`config.mk`:
```
export PLATFORM = sky130hd
export DESIGN_NAME = alu_issue_stage
export DESIGN_NICKNAME = d
export VERILOG_FILES = /design/src/rtl/alu_issue_stage.sv
export SDC_FILE = /design/constraint.sdc
export NUM_CORES = 1
export LEC_CHECK = 0
export BUFFER_PORTS_ARGS = -buffer_cell sky130_fd_sc_hd__buf_2
export CAP_MARGIN = 20
export CORE_ASPECT_RATIO = 0.75
export CORE_MARGIN = 5
export CORE_UTILIZATION = 54
export CTS_CLUSTER_SIZE = 20
export DETAILED_ROUTE_END_ITERATION = 10
export HOLD_SLACK_MARGIN = 0.15
export PLACE_DENSITY = 0.87
export SLEW_MARGIN = 30
export SYNTH_ARGS = -nofsm -noshare
export SYNTH_HDL_FRONTEND = slang
export SYNTH_SLANG_ARGS = --single-unit
```
`constraint.sdc`:
```
create_clock -name clk -period 3.33 [get_ports clk]
set_input_delay 0.4995 -clock clk [delete_from_list [all_inputs] [get_ports clk]]
set_output_delay 0.4995 -clock clk [all_outputs]
set_load 0.01 [all_outputs]
```
`src/rtl/alu_issue_stage.sv`:
```
// Operand-fetch / issue / writeback stage in front of an 8-bit combinational ALU.
// Operands forward from the in-flight ALU result so dependent instructions issue back-to-back.
module alu_issue_stage #(
    parameter int CNT_W = 16
) (
    input  logic             clk,
    input  logic             rst,
    input  logic             in_valid,
    input  logic [15:0]      in_instr,
    output logic             in_ready,
    input  logic             hold,
    output logic [7:0]       alu_a,
    output logic [7:0]       alu_b,
    output logic [2:0]       alu_op,
    input  logic [7:0]       alu_out,
    input  logic             alu_z,
    input  logic             alu_n,
    output logic             wb_valid,
    output logic [1:0]       wb_rd,
    output logic [7:0]       wb_data,
    output logic             flag_z,
    output logic             flag_n,
    output logic             illegal_op,
    input  logic [1:0]       dbg_sel,
    output logic [7:0]       dbg_data,
    output logic [CNT_W-1:0] issue_count
);

    localparam logic [2:0]       OP_LAST_LEGAL = 3'b100;
    localparam logic [CNT_W-1:0] CNT_ONE       = {{(CNT_W-1){1'b0}}, 1'b1};

    // Select the in-flight result instead of the register file when it targets rs.
    function automatic logic [7:0] fwd_sel(
        input logic [1:0] rs,
        input logic [7:0] rf_val,
        input logic       fwd_en,
        input logic [1:0] fwd_rd,
        input logic [7:0] fwd_val
    );
        logic [7:0] res;
        if (fwd_en && (fwd_rd == rs)) begin
            res = fwd_val;
        end else begin
            res = rf_val;
        end
        return res;
    endfunction

    logic [2:0]       dec_op_s;
    logic [1:0]       dec_rd_s;
    logic [1:0]       dec_rs1_s;
    logic [1:0]       dec_rs2_s;
    logic             dec_imm_sel_s;
    logic [7:0]       dec_imm_s;
    logic             accept_s;
    logic             commit_s;
    logic             fwd_en_s;

    logic [3:0][7:0]  rf_q,          rf_d;
    logic             exe_valid_q,   exe_valid_d;
    logic             exe_legal_q,   exe_legal_d;
    logic [1:0]       exe_rd_q,      exe_rd_d;
    logic [7:0]       alu_a_q,       alu_a_d;
    logic [7:0]       alu_b_q,       alu_b_d;
    logic [2:0]       alu_op_q,      alu_op_d;
    logic             wb_valid_q,    wb_valid_d;
    logic [1:0]       wb_rd_q,       wb_rd_d;
    logic [7:0]       wb_data_q,     wb_data_d;
    logic             flag_z_q,      flag_z_d;
    logic             flag_n_q,      flag_n_d;
    logic             illegal_q,     illegal_d;
    logic [CNT_W-1:0] cnt_q,         cnt_d;

    assign dec_op_s      = in_instr[15:13];
    assign dec_rd_s      = in_instr[12:11];
    assign dec_rs1_s     = in_instr[10:9];
    assign dec_imm_sel_s = in_instr[8];
    assign dec_imm_s     = in_instr[7:0];
    assign dec_rs2_s     = in_instr[1:0];

    assign in_ready = !hold && !rst;
    assign accept_s = in_valid && in_ready;
    assign commit_s = exe_valid_q && !hold;
    assign fwd_en_s = exe_valid_q && exe_legal_q && (exe_rd_q != 2'd0);

    // Next-state for issue register, writeback, flags, register file and counter.
    always_comb begin
        rf_d        = rf_q;
        exe_valid_d = exe_valid_q;
        exe_legal_d = exe_legal_q;
        exe_rd_d    = exe_rd_q;
        alu_a_d     = alu_a_q;
        alu_b_d     = alu_b_q;
        alu_op_d    = alu_op_q;
        wb_valid_d  = 1'b0;
        wb_rd_d     = wb_rd_q;
        wb_data_d   = wb_data_q;
        flag_z_d    = flag_z_q;
        flag_n_d    = flag_n_q;
        illegal_d   = illegal_q;
        cnt_d       = cnt_q;

        if (accept_s) begin
            exe_valid_d = 1'b1;
            exe_legal_d = (dec_op_s <= OP_LAST_LEGAL);
            exe_rd_d    = dec_rd_s;
            alu_op_d    = dec_op_s;
            alu_a_d     = fwd_sel(dec_rs1_s, rf_q[dec_rs1_s], fwd_en_s, exe_rd_q, alu_out);
            if (dec_imm_sel_s) begin
                alu_b_d = dec_imm_s;
            end else begin
                alu_b_d = fwd_sel(dec_rs2_s, rf_q[dec_rs2_s], fwd_en_s, exe_rd_q, alu_out);
            end
            cnt_d = cnt_q + CNT_ONE;
        end else if (!hold) begin
            exe_valid_d = 1'b0;
        end else begin
            exe_valid_d = exe_valid_q;
        end

        // An illegal instruction retires silently apart from the sticky error.
        if (commit_s) begin
            if (exe_legal_q) begin
                if (exe_rd_q != 2'd0) begin
                    rf_d[exe_rd_q] = alu_out;
                end else begin
                    rf_d = rf_q;
                end
                flag_z_d   = alu_z;
                flag_n_d   = alu_n;
                wb_valid_d = 1'b1;
                wb_rd_d    = exe_rd_q;
                wb_data_d  = alu_out;
            end else begin
                illegal_d = 1'b1;
            end
        end else begin
            wb_valid_d = 1'b0;
        end

        rf_d[0] = 8'h00;
    end

    // State registers; reset discards any in-flight instruction.
    always_ff @(posedge clk or posedge rst) begin
        if (rst) begin
            rf_q        <= '0;
            exe_valid_q <= 1'b0;
            exe_legal_q <= 1'b0;
            exe_rd_q    <= 2'd0;
            alu_a_q     <= 8'h00;
            alu_b_q     <= 8'h00;
            alu_op_q    <= 3'd0;
            wb_valid_q  <= 1'b0;
            wb_rd_q     <= 2'd0;
            wb_data_q   <= 8'h00;
            flag_z_q    <= 1'b0;
            flag_n_q    <= 1'b0;
            illegal_q   <= 1'b0;
            cnt_q       <= '0;
        end else begin
            rf_q        <= rf_d;
            exe_valid_q <= exe_valid_d;
            exe_legal_q <= exe_legal_d;
            exe_rd_q    <= exe_rd_d;
            alu_a_q     <= alu_a_d;
            alu_b_q     <= alu_b_d;
            alu_op_q    <= alu_op_d;
            wb_valid_q  <= wb_valid_d;
            wb_rd_q     <= wb_rd_d;
            wb_data_q   <= wb_data_d;
            flag_z_q    <= flag_z_d;
            flag_n_q    <= flag_n_d;
            illegal_q   <= illegal_d;
            cnt_q       <= cnt_d;
        end
    end

    assign alu_a       = alu_a_q;
    assign alu_b       = alu_b_q;
    assign alu_op      = alu_op_q;
    assign wb_valid    = wb_valid_q;
    assign wb_rd       = wb_rd_q;
    assign wb_data     = wb_data_q;
    assign flag_z      = flag_z_q;
    assign flag_n      = flag_n_q;
    assign illegal_op  = illegal_q;
    assign issue_count = cnt_q;
    assign dbg_data    = rf_q[dbg_sel];

endmodule

```
### Word level (Yosys, flattened, before mapping)

Cells that the tools add are included.
Widths: inputs -> output; s select.

| storage, ports and cells | value |
|---|---|
| bits in registers | 77 |
| input bits | 32 |

| operators by class | value |
|---|---|
| reduce and logical (&&, ||, !) cells | 14 |
| add/sub/neg operators | 1 |
| mux-type cells | 16 |
| bitwise operators | 1 |
| eq/ne operators | 3 |
| order comparisons | 6 |

Operators with widths:

| cell | number |
|---|---|
| $mux 8 | 7 |
| $bmux 8 s2 | 3 |
| $bwmux 32 | 1 |
| $add 16x1->16 const B | 1 |
| $demux 8 s2 | 1 |
| $lt 2x3->1 const B | 4 |
| $logic_and 1x1->1 | 8 |
| $eq 2x2->1 | 2 |
| $mux 1 | 4 |
| $reduce_and 2->1 | 2 |
| $le 3x3->1 const B | 1 |
| $reduce_and 3->1 | 1 |
| $ge 2x1->1 const B | 1 |
| $logic_not 1->1 | 2 |
| $ne 2x1->1 const B | 1 |
| $reduce_bool 2->1 | 1 |
| $not 1->1 | 1 |

### Longest topological paths before layout

Gate-level depths: netlist of run 1.

| depth | value |
|---|---|
| depth after elaboration | 5 |
| depth in mapped cells | 7 |
| gate-level depth less buffers | 5 |

### Worst setup path before layout of run 1

OpenSTA, ideal clock, no wires.

| timing path | value |
|---|---|
| path kind | input port to output port |
| start | input dbg_sel[1] |
| end | output dbg_data[0] |
| data required time | 2830 ps |
| cell stages on the path | 4 |
| arrival | 1392 ps |
| slack | 1439 ps |
| buffers on the path | 2 |
| cell sequence | clkbuf_1 nor2b_1 clkbuf_1 a22o_1 |

| between the ends | value |
|---|---|
| cells in the longest elaborated chain, start to end | 2 |

RTL lines:

| item | line | RTL |
|---|---|---|
| start: declaration | 24 | `input logic [1:0] dbg_sel,` |
| $bmux 8 s2 | 189 | `assign dbg_data = rf_q[dbg_sel];` |
| $mux 8 (implied by the code) | 189 |  |
| end: declaration | 25 | `output logic [7:0] dbg_data,` |

No other way between the ends. The select of a mux whose other input is x is not followed.

### Final worst setup path of run 1

| timing path | value |
|---|---|
| start | input dbg_sel[1] |
| end | output dbg_data[2] |

Same word-level chain as after synthesis.

==> flow_metrics.env, run 1 <==
export IMPL_status="finished, final reports clean"
export IMPL_grt_pass1_vias=3076
export IMPL_grt_overflow=0
export IMPL_post_route_util_pct=65.5
export IMPL_synth_area_leader_cell="dfrtp_1"
export IMPL_syn_instance_count=351
export IMPL_clockRootBuffer="clkbuf_8"
export IMPL_ant_nets=0
export IMPL_cap_violations=0
export IMPL_syn2layout_area_growth_pct=17.6
export IMPL_synth_compound_area_share_pct=12.7
export IMPL_place_area_mm2=0.00429
export IMPL_crit_end="dbg_data[2]"
export IMPL_std_cell_rows=26
export IMPL_final_cell_mix="buf_2, dfrtp_1, nand2_1"
export IMPL_synth_async_reset_ratio_pct=100
export IMPL_slew_headroom_pct=44.4
export IMPL_seq_area_frac_synth_pct=50.6
export IMPL_dp_slack_ns=1.01
export IMPL_start_util_pct=55.7
export IMPL_ys_seq_elements=77
export IMPL_final_cell_area_mm2=0.00447
export IMPL_r2r_start="exe_legal_q"
export IMPL_p_total_mw=2.83
export IMPL_placedCellCount=505
export IMPL_synth_area_leaders="dfrtp_1, mux2_2, nand2_1"
export IMPL_power_density_mw_per_mm2=633
export IMPL_synth_cell_type_count=42
export IMPL_post_route_period_util_pct=66.3
export IMPL_clock_skew_final_ns=0.00761
export IMPL_fin_hold_ws_ns=0.267
export IMPL_vias=3144
export IMPL_crit_arrival_ns=1.71
export IMPL_drtPass1Iterations=6
export IMPL_drv_slew=0
export IMPL_path_cells="buf_2 -> nor2b_1 -> a22o_1 -> buf_2"
export IMPL_die_width_um=107
export IMPL_setup_tns_ns=0
export IMPL_synth_edf_count=0
export IMPL_max_stage_delay_ns=0.58
export IMPL_worstRegToRegCells=6
export IMPL_start_kind="primary input"
export IMPL_synth_top_family_by_area="simple AND/OR/NAND/NOR gates"
export IMPL_crit_top_cell="buf_2"
export IMPL_synth_top_cell_area_share_pct=50.6
export IMPL_cp_required_ns=2.83
export IMPL_drive_gt1_share_pct=36.6
export IMPL_io_pins=90
export IMPL_drc=0
export IMPL_rr_endpoint="rf_q[19]"
export IMPL_clock_sinks=77
export IMPL_reg2reg_slack_ns=1.24
export IMPL_setup_ws_ns=1.12
export IMPL_drt_iter0_markers=250
export IMPL_wl_um=9930
export IMPL_coreArea_mm2=0.00683
export IMPL_instances_no_fill=521
export IMPL_grt_max_degree=41
export IMPL_cts_tree="done"
export IMPL_ctsLongestPathBuffers=2
export IMPL_vias_per_cell=6.03
export IMPL_cp_startpoint="dbg_sel[1]"
export IMPL_rsz0062_at_grt="false"
export IMPL_netlist_area_mm2=0.00380
export IMPL_synthAdderAreaFrac_pct=0.329
export IMPL_chipHeight_um=82.7
export IMPL_cts_clk_slew_worst_paths_ns=0.08
export IMPL_hold_violations=0
export IMPL_htree_levels=3
export IMPL_cts_buffers=9
export IMPL_setup_violations=0
export IMPL_gp_congestion=0.901
export IMPL_synthSimpleGateAreaFrac_pct=16.0
export IMPL_synth_area_per_cell_um2=10.8
export IMPL_synth_xor_area_share_pct=3.91
export IMPL_post_cts_buffers=0
export IMPL_max_freq_mhz=453
export IMPL_crit_fanout=9
export IMPL_grt_antenna_before_repair=0
export IMPL_critPathKind="in2out"
export IMPL_clock_latency_ns=0.36
export IMPL_peakVddDrop_uv=342
export IMPL_ys_dominant_reg_cell="dfrtp_1"
export IMPL_grt_first_pass_wirelength_um=15900
export IMPL_yosys_warnings=0
export IMPL_cts_resized=0
export IMPL_cts_hold_buf=0
export IMPL_muxShareOfSynthArea_pct=12.6
export IMPL_dpl_hpwl_um=7160
export IMPL_slowest_stage="nor2b_1"
export IMPL_die_area_mm2=0.00884
export IMPL_port_buffers=89
export IMPL_gr_usage_all_layers_pct=23.7
export IMPL_worst_setup_path_end_kind="primary output"
export IMPL_p_leak_nw=2.21
export IMPL_final_common_cell="buf_2"
export IMPL_wl_per_cell_um=19.1
export IMPL_min_path_type="in2async"
export IMPL_final_min_clock_period_ns=2.21
export IMPL_worstMarginPinSlew_ns=0.831
export IMPL_finalNetCount=465
export IMPL_antenna_cells=0
export IMPL_postSynthNetCount=384
[synth_stat cells, types with 2 or more instances]
master / instances
nand2_1: 64
o311ai_0: 7
and2_0: 2
nand3_1: 11
nand3b_1: 8
nor2_1: 3
mux2_2: 40
and4b_1: 2
dfrtp_1: 77
nor2_2: 2
o21ai_0: 22
buf_6: 2
a22oi_1: 7
nor3b_1: 2
mux2i_1: 3
inv_1: 10
nor4_4: 2
xor2_1: 6
a221oi_1: 7
a22o_1: 16
xnor2_1: 11
buf_2: 6
nand4_1: 6
clkbuf_1: 15
nor2b_1: 3
[per-layer routing]
metal,global-route usage [%],vias up,part of all wire (%)
met1,32.4,1545,44
met2,37.1,157,46
li1,-,1426,-
met3,7.30,16,8.4
met4,6.26,0,1.1
met5,0,-,0
[power breakdown]
group / leakage, nW / internal (mW) / total (mW) / switching, mW
combinational: 1.14 / 0.395 / 0.778 / 0.383
sequential: 0.985 / 1.17 / 1.40 / 0.235
clock: 0.0866 / 0.278 / 0.651 / 0.374
[cell type report]
class | instances | area, um^2
Tap cell | 84 | 105
Timing Repair Buffer | 93 | 488
Clock buffer | 9 | 124
Fill cell | 539 | 2360
Multi-Input combinational cell | 241 | 1740
Sequential cell | 77 | 1930
Inverter | 10 | 38.8
Clock inverter | 7 | 55.1
[critical path: cells and delay by family]
kind	cells	cell delay, ns
and+or+nand+nor	1	0.58
AOI/OAI and AO/OA	1	0.26
buffers and inverters	2	0.36
[worst min-delay path by stage]
stage | to | cells after the start | slack, ns | start
floorplan | rf_q[24] | 2 | 0.48 | rf_q[24]
global placement | illegal_op | 1 | 0.45 | illegal_op
detailed placement | illegal_op | 1 | 0.45 | illegal_op
CTS | flag_z | 3 | 0.33 | alu_z
global route | rf_q[27] | 2 | 0.33 | rst
finish | alu_op[2] | 2 | 0.27 | rst
[state kept, by name, indices dropped and copies added (netlist names)]
signal       cells
rf_q            24
exe_legal_q      1
wb_valid         1
wb_rd            2
flag_n           1
alu_b            8
alu_a            8
exe_rd_q         2
issue_count     16
exe_valid_q      1
flag_z           1
illegal_op       1
alu_op           3
wb_data          8
[cells by family after synthesis]
group                      Yosys count
muxes                               43
adders and majority gates            1
xor gates and xnor gates            17
buffers and inverters               33
AOI/OAI and AO/OA                   65
and+or+nand+nor                    115
DFF                                 77
Power figures use the tool's default switching activity.
==> run 2: changes to the inputs <==
--- a/config.mk
+++ b/config.mk
@@ -5,6 +5,7 @@
 export SDC_FILE = /design/constraint.sdc
 export NUM_CORES = 1
 export LEC_CHECK = 0
+export ABC_AREA = 1
 export BUFFER_PORTS_ARGS = -buffer_cell sky130_fd_sc_hd__buf_2
 export CAP_MARGIN = 20
 export CORE_ASPECT_RATIO = 0.75
==> constraint.sdc (replaced) <==
create_clock -name clk -period 2.3 [get_ports clk]
set_input_delay 0.345 -clock clk [delete_from_list [all_inputs] [get_ports clk]]
set_output_delay 0.345 -clock clk [all_outputs]
set_load 0.01 [all_outputs]
==> run 2 against run 1 <==
  * Wire length is 14% higher
  * Cell area is 6.0% higher
  * Worst setup slack worse by 0.79 ns
  * Highest routed layer unchanged
  * Via count is 21% higher
  * Clock-buffer cell count stayed put
  * Flip-flop and latch count stayed put
==> flow_metrics.env, run 2 <==
export IMPL_status="finished, final reports clean"
export IMPL_std_cell_rows=27
export IMPL_htree_levels=3
export IMPL_cp_required_ns=2.53
export IMPL_ant_nets=0
export IMPL_wl_met2_um=5040
export IMPL_yosys_warnings=0
export IMPL_clockRootBuffer="clkbuf_8"
export IMPL_p_comb_share_pct=28.8
export IMPL_synth_top_cell_area_share_pct=47.4
export IMPL_finalNetCount=615
export IMPL_hold_violations=0
export IMPL_grt_antenna_before_repair=0
export IMPL_slowest_stage="dlygate4sd3_1"
export IMPL_largest_reg_flops=24
export IMPL_route_met3_wl_um=1370
export IMPL_drt_iter0_markers=390
export IMPL_final_min_clock_period_ns=1.97
export IMPL_synth_cell_type_count=32
export IMPL_max_stage_delay_ns=0.54
export IMPL_ctsLongestPathBuffers=2
export IMPL_critPathKind="in2reg"
export IMPL_start_util_pct=55.4
export IMPL_gp_congestion=1.02
export IMPL_synth_area_leader_cell="dfrtp_1"
export IMPL_crit_top_cell="nand2_1"
export IMPL_ys_seq_elements=77
export IMPL_min_delay_start="alu_n"
export IMPL_die_width_um=110
export IMPL_grt_overflow=0
export IMPL_p_total_mw=4.47
export IMPL_postSynthNetCount=531
export IMPL_p_switching_mw=1.71
export IMPL_rr_endpoint="alu_a[1]"
export IMPL_die_area_mm2=0.00937
export IMPL_vias=3794
export IMPL_grt_pass1_vias=3681
export IMPL_netlist_area_mm2=0.00406
export IMPL_cts_resized=0
export IMPL_syn2layout_area_growth_pct=16.7
export IMPL_io_pins=90
export IMPL_post_route_period_util_pct=85.7
export IMPL_coreArea_mm2=0.00733
export IMPL_reg2reg_slack_ns=0.63
export IMPL_seq_area_frac_synth_pct=47.4
export IMPL_vias_per_cell=5.51
export IMPL_cts_buffers=9
export IMPL_topRoutingLayerUsed="met4"
export IMPL_setup_tns_ns=0
export IMPL_power_density_mw_per_mm2=944
export IMPL_clock_sinks=77
export IMPL_port_buffers=89
export IMPL_worst_setup_path_end_kind="register"
export IMPL_regMostFlops="rf_q"
export IMPL_start_kind="primary input"
export IMPL_synth_most_common_cell="nand2_1"
export IMPL_ys_top_cells_by_count="nand2_1, dfrtp_1, nor2_1"
export IMPL_syn_instance_count=498
export IMPL_grt_max_degree=78
export IMPL_max_freq_mhz=507
export IMPL_rsz0062_at_grt="false"
export IMPL_crit_fanout=33
export IMPL_cts_tree="done"
export IMPL_swShare_pct=38.2
export IMPL_clock_latency_ns=0.35
export IMPL_peakVddDrop_uv=587
export IMPL_worstMarginPinSlew_ns=0.428
export IMPL_r2r_start="exe_rd_q[0]"
export IMPL_worstRegToRegCells=6
export IMPL_drc=0
export IMPL_final_common_cell="nand2_1"
export IMPL_clock_skew_final_ns=0.0116
export IMPL_synth_edf_count=0
export IMPL_synth_area_leaders="dfrtp_1, nand2_1, o21ai_0"
export IMPL_antenna_cells=0
export IMPL_final_cell_mix="nand2_1, buf_2, dfrtp_1"
export IMPL_ys_dominant_reg_cell="dfrtp_1"
export IMPL_drtPass1Iterations=5
export IMPL_chipHeight_um=85.1
export IMPL_holdPathEnd="flag_n"
export IMPL_drive_gt1_share_pct=24.5
export IMPL_setup_violations=0
export IMPL_p_leak_nw=2.47
export IMPL_cts_clk_slew_worst_paths_ns=0.09
export IMPL_wl_um=11300
export IMPL_clkPwrFrac_pct=24.1
export IMPL_grt_first_pass_wirelength_um=18700
export IMPL_crit_arrival_ns=2.20
export IMPL_path_cells="dlygate4sd3_1 -> buf_2 -> nor2_4 -> nand2_4 -> clkinv_2 -> nand2_1 -> nor2_2 -> nand2_1 -> xor2_1 -> inv_1"
export IMPL_drv_slew=0
export IMPL_power_frac_seq_pct=47.1
export IMPL_intPower_mw=2.76
export IMPL_cap_violations=0
export IMPL_slew_headroom_pct=71.5
export IMPL_synth_async_reset_ratio_pct=100
export IMPL_min_path_type="in2reg"
export IMPL_wl_met1_um=4760
export IMPL_gr_usage_all_layers_pct=25.5
export IMPL_min_path_cells=2
export IMPL_wl_per_cell_um=16.5
export IMPL_dpl_hpwl_um=8340
export IMPL_synth_area_per_cell_um2=8.16
-- run 2: cell count changes after synthesis, sizes merged, moves of 23 or more --
cell	before	now
a21oi	0	28
inv	10	45
mux2	40	4
nand2	64	146
nor2	5	59
o21ai	22	45
-- run 2: final cells by class --
type,count,area [um^2]
Inverter,46,178
Tap cell,101,126
Clock buffer,9,124
Fill cell,630,2590
Timing Repair Buffer,94,498
Multi-Input combinational cell,354,1800
Sequential cell,77,1930
Clock inverter,7,86.3
-- run 2: cells by family after synthesis --
kind of cell | synth area share, %
simple gates | 26.8
compound gates | 13.2
flops | 47.4
buf+inv | 8.19
xor+xnor | 2.99
mux | 1.11
fa+ha+maj | 0.308
-- run 2: power by group through the flow --
stage / Combinational, mW / Clock [mW] / Sequential, mW
5_1_grt: 1.45 / 1.18 / 2.15
3_5_place_dp: 1.28 / 0 / 2.11
3_3_place_gp: 1.25 / 0 / 2.10
6_report: 1.29 / 1.08 / 2.11
2_1_floorplan: 0.752 / 0 / 2.08
4_1_cts: 1.29 / 1.10 / 2.08
-- run 2: worst max path at each step --
| stage | start | endpoint | slack, ns | depth (start not counted) |
|---|---|---|---|---|
| final | rst | issue_count[12] | 0.33 | 10 |
| after CTS | rst | issue_count[12] | 0.38 | 10 |
| after floorplan | dbg_sel[0] | dbg_data[2] | 0.72 | 5 |
| after detailed placement | hold | issue_count[12] | 0.50 | 9 |
| after global routing | rst | issue_count[12] | 0.20 | 10 |
| after global placement | dbg_sel[0] | dbg_data[5] | 0.54 | 5 |
-- run 2: critical path: cells and delay by family --
kind	cells	cell delay, ns
buffers and inverters	4	1.05
xor gates and xnor gates	1	0.16
and+or+nand+nor	5	0.63
-- run 2: routing by layer --
metal  up-vias  GRT usage, %
li1       1785             -
met1      1779          37.2
met2       211          37.5
met3        19          7.83
met4         0          5.82
met5         -             0
-- run 2: per-stage QoR --
step                util [%]  setup slack [ns]  instance area (um^2)  instances  hold WS, ns
global placement        61.7             0.544                  4520        671        0.462
floorplan                  -             0.724                  4070        498        0.458
detailed placement      61.7             0.496                  4520        671        0.452
CTS                     64.7             0.380                  4740        688        0.214
finish                  64.7             0.329                  4740        688        0.223
global route            64.7             0.202                  4740        688        0.203
-- run 2: what timing repair did --
action	4_1_cts	5_1_grt
setup buffers	0	0
setup endpoints to repair	0	0
hold endpoints to repair	36	0
hold buffers	1	0
